==> src/rtl/keypad_scan.sv <==
// 4x4 active-low keypad scanner: rotates one low column per dwell, debounces press and
// release on sample ticks, and emits a registered key code with a one-cycle valid strobe.
module keypad_scan #(
    parameter int SCAN_DIV = 50000,
    parameter int DEBOUNCE = 4
) (
    input  logic       clk,
    input  logic       rst,
    input  logic [3:0] row_n,
    output logic [3:0] col_n,
    output logic [3:0] key_code,
    output logic       key_valid,
    output logic       key_held
);

    localparam int DIV_W = (SCAN_DIV > 2) ? $clog2(SCAN_DIV) : 1;
    localparam int CNT_W = $clog2(DEBOUNCE + 1);

    typedef enum logic [1:0] {
        ST_SCAN,
        ST_DEBOUNCE,
        ST_PRESSED
    } state_t;

    state_t             state_q, state_d;
    logic [DIV_W-1:0]   div_q, div_d;
    logic [3:0]         col_q, col_d;
    logic [1:0]         row_q, row_d;
    logic [CNT_W-1:0]   cnt_q, cnt_d;
    logic [3:0]         code_q, code_d;
    logic               valid_q, valid_d;
    logic               held_q, held_d;

    logic               tick;
    logic               hit;
    logic [1:0]         pick_row;
    logic [1:0]         col_idx;
    logic [3:0]         col_rot;
    logic [CNT_W-1:0]   cnt_inc;
    logic               at_limit;

    function automatic logic [3:0] key_map(input logic [1:0] r, input logic [1:0] c);
        logic [3:0] code;
        case ({r, c})
            4'h0: code = 4'h1;
            4'h1: code = 4'h2;
            4'h2: code = 4'h3;
            4'h3: code = 4'hA;
            4'h4: code = 4'h4;
            4'h5: code = 4'h5;
            4'h6: code = 4'h6;
            4'h7: code = 4'hB;
            4'h8: code = 4'h7;
            4'h9: code = 4'h8;
            4'hA: code = 4'h9;
            4'hB: code = 4'hC;
            4'hC: code = 4'h0;
            4'hD: code = 4'hF;
            4'hE: code = 4'hE;
            default: code = 4'hD;
        endcase
        return code;
    endfunction

    // Lowest-indexed low row wins when several keys share the active column.
    always_comb begin
        hit = (row_n != 4'hF);
        if (!row_n[0])      pick_row = 2'd0;
        else if (!row_n[1]) pick_row = 2'd1;
        else if (!row_n[2]) pick_row = 2'd2;
        else                pick_row = 2'd3;

        case (col_q)
            4'b1101: col_idx = 2'd1;
            4'b1011: col_idx = 2'd2;
            4'b0111: col_idx = 2'd3;
            default: col_idx = 2'd0;
        endcase

        tick     = (div_q == DIV_W'(SCAN_DIV - 1));
        col_rot  = {col_q[2:0], col_q[3]};
        cnt_inc  = cnt_q + CNT_W'(1);
        at_limit = (cnt_inc == CNT_W'(DEBOUNCE));
    end

    always_comb begin
        state_d = state_q;
        div_d   = tick ? '0 : div_q + DIV_W'(1);
        col_d   = col_q;
        row_d   = row_q;
        cnt_d   = cnt_q;
        code_d  = code_q;
        valid_d = 1'b0;
        held_d  = held_q;

        if (tick) begin
            case (state_q)
                ST_SCAN: begin
                    if (hit) begin
                        row_d = pick_row;
                        if (DEBOUNCE <= 1) begin
                            code_d  = key_map(pick_row, col_idx);
                            valid_d = 1'b1;
                            held_d  = 1'b1;
                            cnt_d   = '0;
                            state_d = ST_PRESSED;
                        end else begin
                            cnt_d   = CNT_W'(1);
                            state_d = ST_DEBOUNCE;
                        end
                    end else begin
                        col_d = col_rot;
                    end
                end
                ST_DEBOUNCE: begin
                    if (hit && (pick_row == row_q)) begin
                        if (at_limit) begin
                            code_d  = key_map(row_q, col_idx);
                            valid_d = 1'b1;
                            held_d  = 1'b1;
                            cnt_d   = '0;
                            state_d = ST_PRESSED;
                        end else begin
                            cnt_d = cnt_inc;
                        end
                    end else begin
                        cnt_d   = '0;
                        col_d   = col_rot;
                        state_d = ST_SCAN;
                    end
                end
                ST_PRESSED: begin
                    // Only the latched row matters here; other keys are ignored.
                    if (row_n[row_q]) begin
                        if (at_limit) begin
                            held_d  = 1'b0;
                            cnt_d   = '0;
                            col_d   = col_rot;
                            state_d = ST_SCAN;
                        end else begin
                            cnt_d = cnt_inc;
                        end
                    end else begin
                        cnt_d = '0;
                    end
                end
                default: begin
                    cnt_d   = '0;
                    state_d = ST_SCAN;
                end
            endcase
        end
    end

    always_ff @(posedge clk) begin
        if (rst) begin
            state_q <= ST_SCAN;
            div_q   <= '0;
            col_q   <= 4'b1110;
            row_q   <= 2'd0;
            cnt_q   <= '0;
            code_q  <= 4'h0;
            valid_q <= 1'b0;
            held_q  <= 1'b0;
        end else begin
            state_q <= state_d;
            div_q   <= div_d;
            col_q   <= col_d;
            row_q   <= row_d;
            cnt_q   <= cnt_d;
            code_q  <= code_d;
            valid_q <= valid_d;
            held_q  <= held_d;
        end
    end

    assign col_n     = col_q;
    assign key_code  = code_q;
    assign key_valid = valid_q;
    assign key_held  = held_q;

endmodule

==> config.mk <==
export PLATFORM = sky130hd
export DESIGN_NAME = keypad_scan
export DESIGN_NICKNAME = d
export VERILOG_FILES = /design/src/rtl/keypad_scan.sv
export SDC_FILE = /design/constraint.sdc
export NUM_CORES = 1
export LEC_CHECK = 0
export BUFFER_PORTS_ARGS = -buffer_cell sky130_fd_sc_hd__buf_2
export CORE_ASPECT_RATIO = 1.5
export CORE_MARGIN = 2
export CORE_UTILIZATION = 59
export CTS_CLUSTER_DIAMETER = 150
export DETAILED_ROUTE_END_ITERATION = 8
export GPL_TIMING_DRIVEN = 0
export PLACE_DENSITY = 0.82
export SYNTH_ARGS = -nofsm -noshare
export SYNTH_HDL_FRONTEND = slang
export SYNTH_SLANG_ARGS = --single-unit
==> constraint.sdc <==
create_clock -name clk -period 2.9 [get_ports clk]
set_input_delay 0.29 -clock clk [delete_from_list [all_inputs] [get_ports clk]]
set_output_delay 0.29 -clock clk [all_outputs]
set_load 0.01 [all_outputs]
**Word-level counts from Yosys, hierarchy flattened**

Memory sizes are Yosys's and may differ from the RTL's. A register that Yosys moved wholly into a read port is not among the register bits.
Index checks and enable logic that the tools add are counted.

- Register bits: 29
- Bits in latches: 0
- Bits in writable memories: 0
- ROM bits: 64
- Bits of input ports: 6
- Output and inout bits: 10
- Word-level logic and storage cells: 71
- Memories: 1

- Add/sub/neg operators: 2
- Multipliers: 0
- Divide/modulo/power cells: 0
- Order comparisons: 1
- Equal/unequal tests: 17
- Shift operators: 0
- Mux-type cells: 28
- Bitwise logic cells: 3
- Reduce and logical (&&, ||, !) cells: 12

Memories:

| name | depth | bits a word | read ports | clocked after memory_dff | wr ports | line | source |
|---|---|---|---|---|---|---|---|
| (no name shown) | 16 | 4 | 1 | 1 | 0 | 44 | `case ({r, c})` |

Operators by type and width:

| operator | count |
|---|---|
| 16-bit by 1-bit adder with 16-bit output (second input constant) | 1 |
| 16-bit == test (second input constant) | 1 |
| 4-bit 2-to-1 mux | 4 |
| 2-bit 2-to-1 mux | 7 |
| 2-bit inequality test (second input constant) | 7 |
| 3-bit 2-to-1 mux | 4 |
| 2-bit one-hot mux with 3 select lines | 2 |
| 4-bit one-hot mux with 3 select lines | 1 |
| 6-bit AND reduction | 2 |
| 3-bit one-hot mux with 3 select lines | 1 |
| 4-bit == test (second input constant) | 2 |
| 1-bit 2-to-1 mux | 7 |
| 5-bit AND reduction | 1 |
| 4-bit by 3-bit == test with 1-bit output (second input constant) | 1 |
| 4-bit inequality test (second input constant) | 1 |
| 4-bit AND reduction | 1 |
| 4-bit OR reduction | 1 |
| 3-bit by 1-bit adder with 3-bit output (second input constant) | 1 |
| 3-bit == test (second input constant) | 1 |
| 2-bit by 3-bit less-than comparator with 1-bit output (second input constant) | 1 |
| 3-bit inequality test (second input constant) | 1 |
| 1-bit NOT | 3 |
| 3-bit AND reduction | 1 |
| 3-bit nonzero test | 1 |
| other kinds (10) | 10 |

**Depth between registers and ports, before layout**

- Depth in word-level cells: 7
- Gate-level depth with buffers: 9
- Gate-level depth less buffers: 9

**Least setup slack after synthesis**

Ideal clock, no wire load.

- Path type: flip-flop to flip-flop
- From: register cnt_q[0]
- To: register col_q[0] (netlist: col_n[0])
- Arrival: 1.922 ns
- Data required time: 2.828 ns
- Path slack: 0.906 ns
- Cell stages (with the launch flop): 9
- Period minus slack after synthesis: 1.994 ns
- Cell sequence: dfxtp_1 > ha_1 > ha_1 > buf_2 > nand2_1 > o32a_1 > o21a_1 > a311oi_4 > mux2i_1

- Longest elaborated chain between the ends: 4

RTL lines:

| what | line | source |
|---|---|---|
| from (decl) | 29 | `logic [CNT_W-1:0] cnt_q, cnt_d;` |
| from (signal assigned) | 170 | `cnt_q <= cnt_d;` |
| 3-bit by 1-bit adder with 3-bit output | 82 | `cnt_inc = cnt_q + CNT_W'(1);` |
| 3-bit == test | 83 | `at_limit = (cnt_inc == CNT_W'(DEBOUNCE));` |
| named net at_limit | 40 | `logic at_limit;` |
| 2-bit inequality test (no source line) | -- |  |
| 6-bit AND reduction (no source line) | -- |  |
| to (signal assigned) | 168 | `col_q <= col_d;` |
| to (decl) | 27 | `logic [3:0] col_q, col_d;` |

The timed path passes the listed nets, and every way through them passes these cells.
A chain may end at the register's enable or synchronous reset.

**Worst setup path in the final report**

- From: register cnt_q[0]
- To: register col_q[2] (netlist: col_n[2])

The elaborated chain is that of the path after synthesis.

==> results.toml <==
[run_status]
status = "finished clean"

[routing]
totalWireLength_mm = 3.691
first_iter_violations = 55
vias = 1533
vias_per_cell = 5.575
ant_nets = 0
drc_errors = 0
wl_per_cell_um = 13.42
firstDrtPassIters = 4

[synthesis]
synth_cells = 213
ys_seq_area_frac = 0.3548
synth-edff-count = 0
syn_area_um2 = 1862
yosysWarnings = 0
synth_ff_type = "dfxtp_1"
ys_ff_latch = 33
async_flop_share = 0
synth_area_per_cell_um2 = 8.741
synthAdderAreaFrac = 0.04704
synthSimpleGateAreaFrac = 0.2681
synth_mux_area_frac = 0.06586
yosysUniqueCellTypes = 45
synth_area_leaders = "dfxtp_1, nor2_1, mux2i_1"
synth_top_family_by_area = "simple AND/OR/NAND/NOR gates"
synth_top_area_cell = "dfxtp_1"
synth_fp_nets = 226
synth-xor-area-share = 0.06586
synth_compound_area_frac = 0.1438
synth_top_area_frac = 0.3548

[placement]
routabilityCongestion = 0.8021
port_buffers = 14
pre_cts_ws_ps = 664.4
dp_hpwl_mm = 2.676

[worst_setup_path]
r2r-end = "col_n[2]$_SDFFE_PP1P_"
critPathArrivalTime_ps = 2440
worstPathMaxFanout = 8
reg2reg_slack_ps = 670
cpMaxStageDelayCell = "a311oi_4"
worstSetupPathType = "register to register"
path_cells = "ha_1 -> ha_1 -> buf_2 -> nand2_1 -> o32a_1 -> o21a_1 -> a311oi_4 -> mux2i_1"
cpPeakStageDelay_ps = 410
rr_worst_depth = 8
cp.required_ps = 3110
startpoint = "cnt_q[0]$_SDFFE_PP0P_"
crit_top_cell = "ha_1"
cp-start-kind = "register"
worstSetupEndpointType = "register"
r2r_start = "cnt_q[0]$_SDFFE_PP0P_"

[floorplan]
top_level_ports = 16
die_area_um2 = 3630
die_w_um = 49.87
row_count = 25
initial_core_util = 0.6012
core_area_um2 = 3097
die_h_um = 72.80

[hold_path]
hold_path_end = "col_n[0]$_SDFFE_PP0P_"
hp-class = "input pin to register"
worstHoldStart = "rst"
whs_path_depth = 3

[sta]
skew_ps = 6.825
hold_viol = 0
fmax_mhz = 448.1
slew_headroom = 0.6487
fin_setup_tns_ps = 0
setup_viol = 0
worst_pin_slew_ps = 527.0
rsz0062_at_grt = "no"
fin_crit_sh = 0.7695
final.min_clock_period_ps = 2232
fin_ws_ps = 668.5
final_max_slew_viol_count = 0

[pwr]
power.density_nw_per_um2 = 443.8
worst_ir_drop_vdd_uv = 435.3
pwr-share-comb = 0.036
power_switching_mw = 0.1824
p_sw_frac = 0.1958
power_frac_clock = 0.470
internal_power_mw = 0.7488
seqPwrFrac = 0.494
leakage_nw = 0.8125

[grt]
grt_first_pass_wirelength_mm = 6.044
antenna_found_initial = 0
grt_max_degree = 11
track_usage = 0.2181
grt-ovfl-total = 0
grt_pass1_vias = 1405

[cells_and_area]
layout_common_cells = "dfxtp_1, nor2_1, nand2_1"
final_core_util = 0.6776
nets = 247
area_growth_pct = 12.70
diodes = 0
drive_gt1_frac = 0.1574
layout_commonest_cell = "dfxtp_1"

[clocking]
ctsHoldBuffers = 0
cts_tree = "yes"
cts_buffer_depth = 2
cts-root-buf = "clkbuf_8"
cts_buffers = 5
cts_resized = 0
clock_latency_ps = 280
path_clk_slew_ps = 70
post_cts_buffers = 0
htree_levels = 2
clkSinkCount = 33

[run]
drv_cap = 0
[stage by stage]
stage	power [mW]	cell area, um^2	std cells	hold slack, ps
finish	0.9311	2098	275	308.4
CTS	0.9453	2098	275	304.2
detailed placement	0.5035	1982	267	450.3
global placement	0.5029	1982	267	443.1
global route	0.9620	2098	275	328.9
floorplan	0.4922	1862	213	425.9
[power groups by stage]
stage | Clock [mW] | Sequential (mW) | Combinational, mW
finish | 0.437 | 0.460 | 0.0339
global route | 0.465 | 0.460 | 0.0374
CTS | 0.452 | 0.460 | 0.0339
detailed placement | 0 | 0.470 | 0.0337
global placement | 0 | 0.470 | 0.0332
floorplan | 0 | 0.469 | 0.0230
[state kept, by name, summed over array words and instances (netlist names)]
signal     count
key_code       4
state_q        2
key_held       1
cnt_q          3
div_q         16
col_n          4
row_q          2
key_valid      1
[cells by family after synthesis]
family	after synthesis
flops	33
fa+ha+maj	7
buf+inv	20
simple gates	94
compound gates	34
xor+xnor	14
mux	11
[final cells by class]
| cell class | instances | area [um^2] |
|---|---|---|
| sequential | 33 | 660.6 |
| timing repair buffer | 14 | 70.07 |
| fill | 245 | 998.5 |
| tap | 40 | 50.05 |
| clock buffer | 7 | 86.33 |
| multi-input combinational | 160 | 1100 |
| inverter | 8 | 30.03 |
| clock inverter | 1 | 30.03 |
| buffer | 12 | 71.32 |
[cell usage after synthesis (all sizes together) (6+ instances only)]
master  number
mux2i       10
a21oi       10
dfxtp       33
xor2         9
nand2b       6
o21ai        9
nand2       18
nand3       12
nor2        28
or3          6
ha           7
inv          8
clkbuf       6
buf          6
[critical path: cells and delay by family, from the launching register on]
| family | cells | cell delay, ps |
|---|---|---|
| mux | 1 | 250 |
| fa+ha+maj | 2 | 320 |
| simple gates | 1 | 70 |
| compound gates | 3 | 930 |
| buf+inv | 1 | 200 |
| flops | 1 | 390 |
[worst max-delay path by stage]
| stage | endpoint | slack (ps) | cells past startpoint |
|---|---|---|---|
| finish | col_n[2]$_SDFFE_PP1P_ | 670 | 8 |
| global route | col_n[2]$_SDFFE_PP1P_ | 550 | 8 |
| CTS | col_n[2]$_SDFFE_PP1P_ | 650 | 8 |
| detailed placement | col_n[2]$_SDFFE_PP1P_ | 660 | 8 |
| global placement | col_n[1]$_SDFFE_PP1P_ | 720 | 8 |
| floorplan | col_n[0]$_SDFFE_PP0P_ | 910 | 8 |
[per-layer routing]
| metal | up-vias | wire length, um | track usage |
|---|---|---|---|
| met1 | 704 | 1536 | 0.2282 |
| met2 | 39 | 1920 | 0.4015 |
| met4 | 0 | 108 | 0.1296 |
| met5 | - | 0 | 0 |
| met3 | 7 | 125 | 0.03689 |
| li1 | 783 | - | - |
Note: power is estimated with default switching activity, not from simulation.
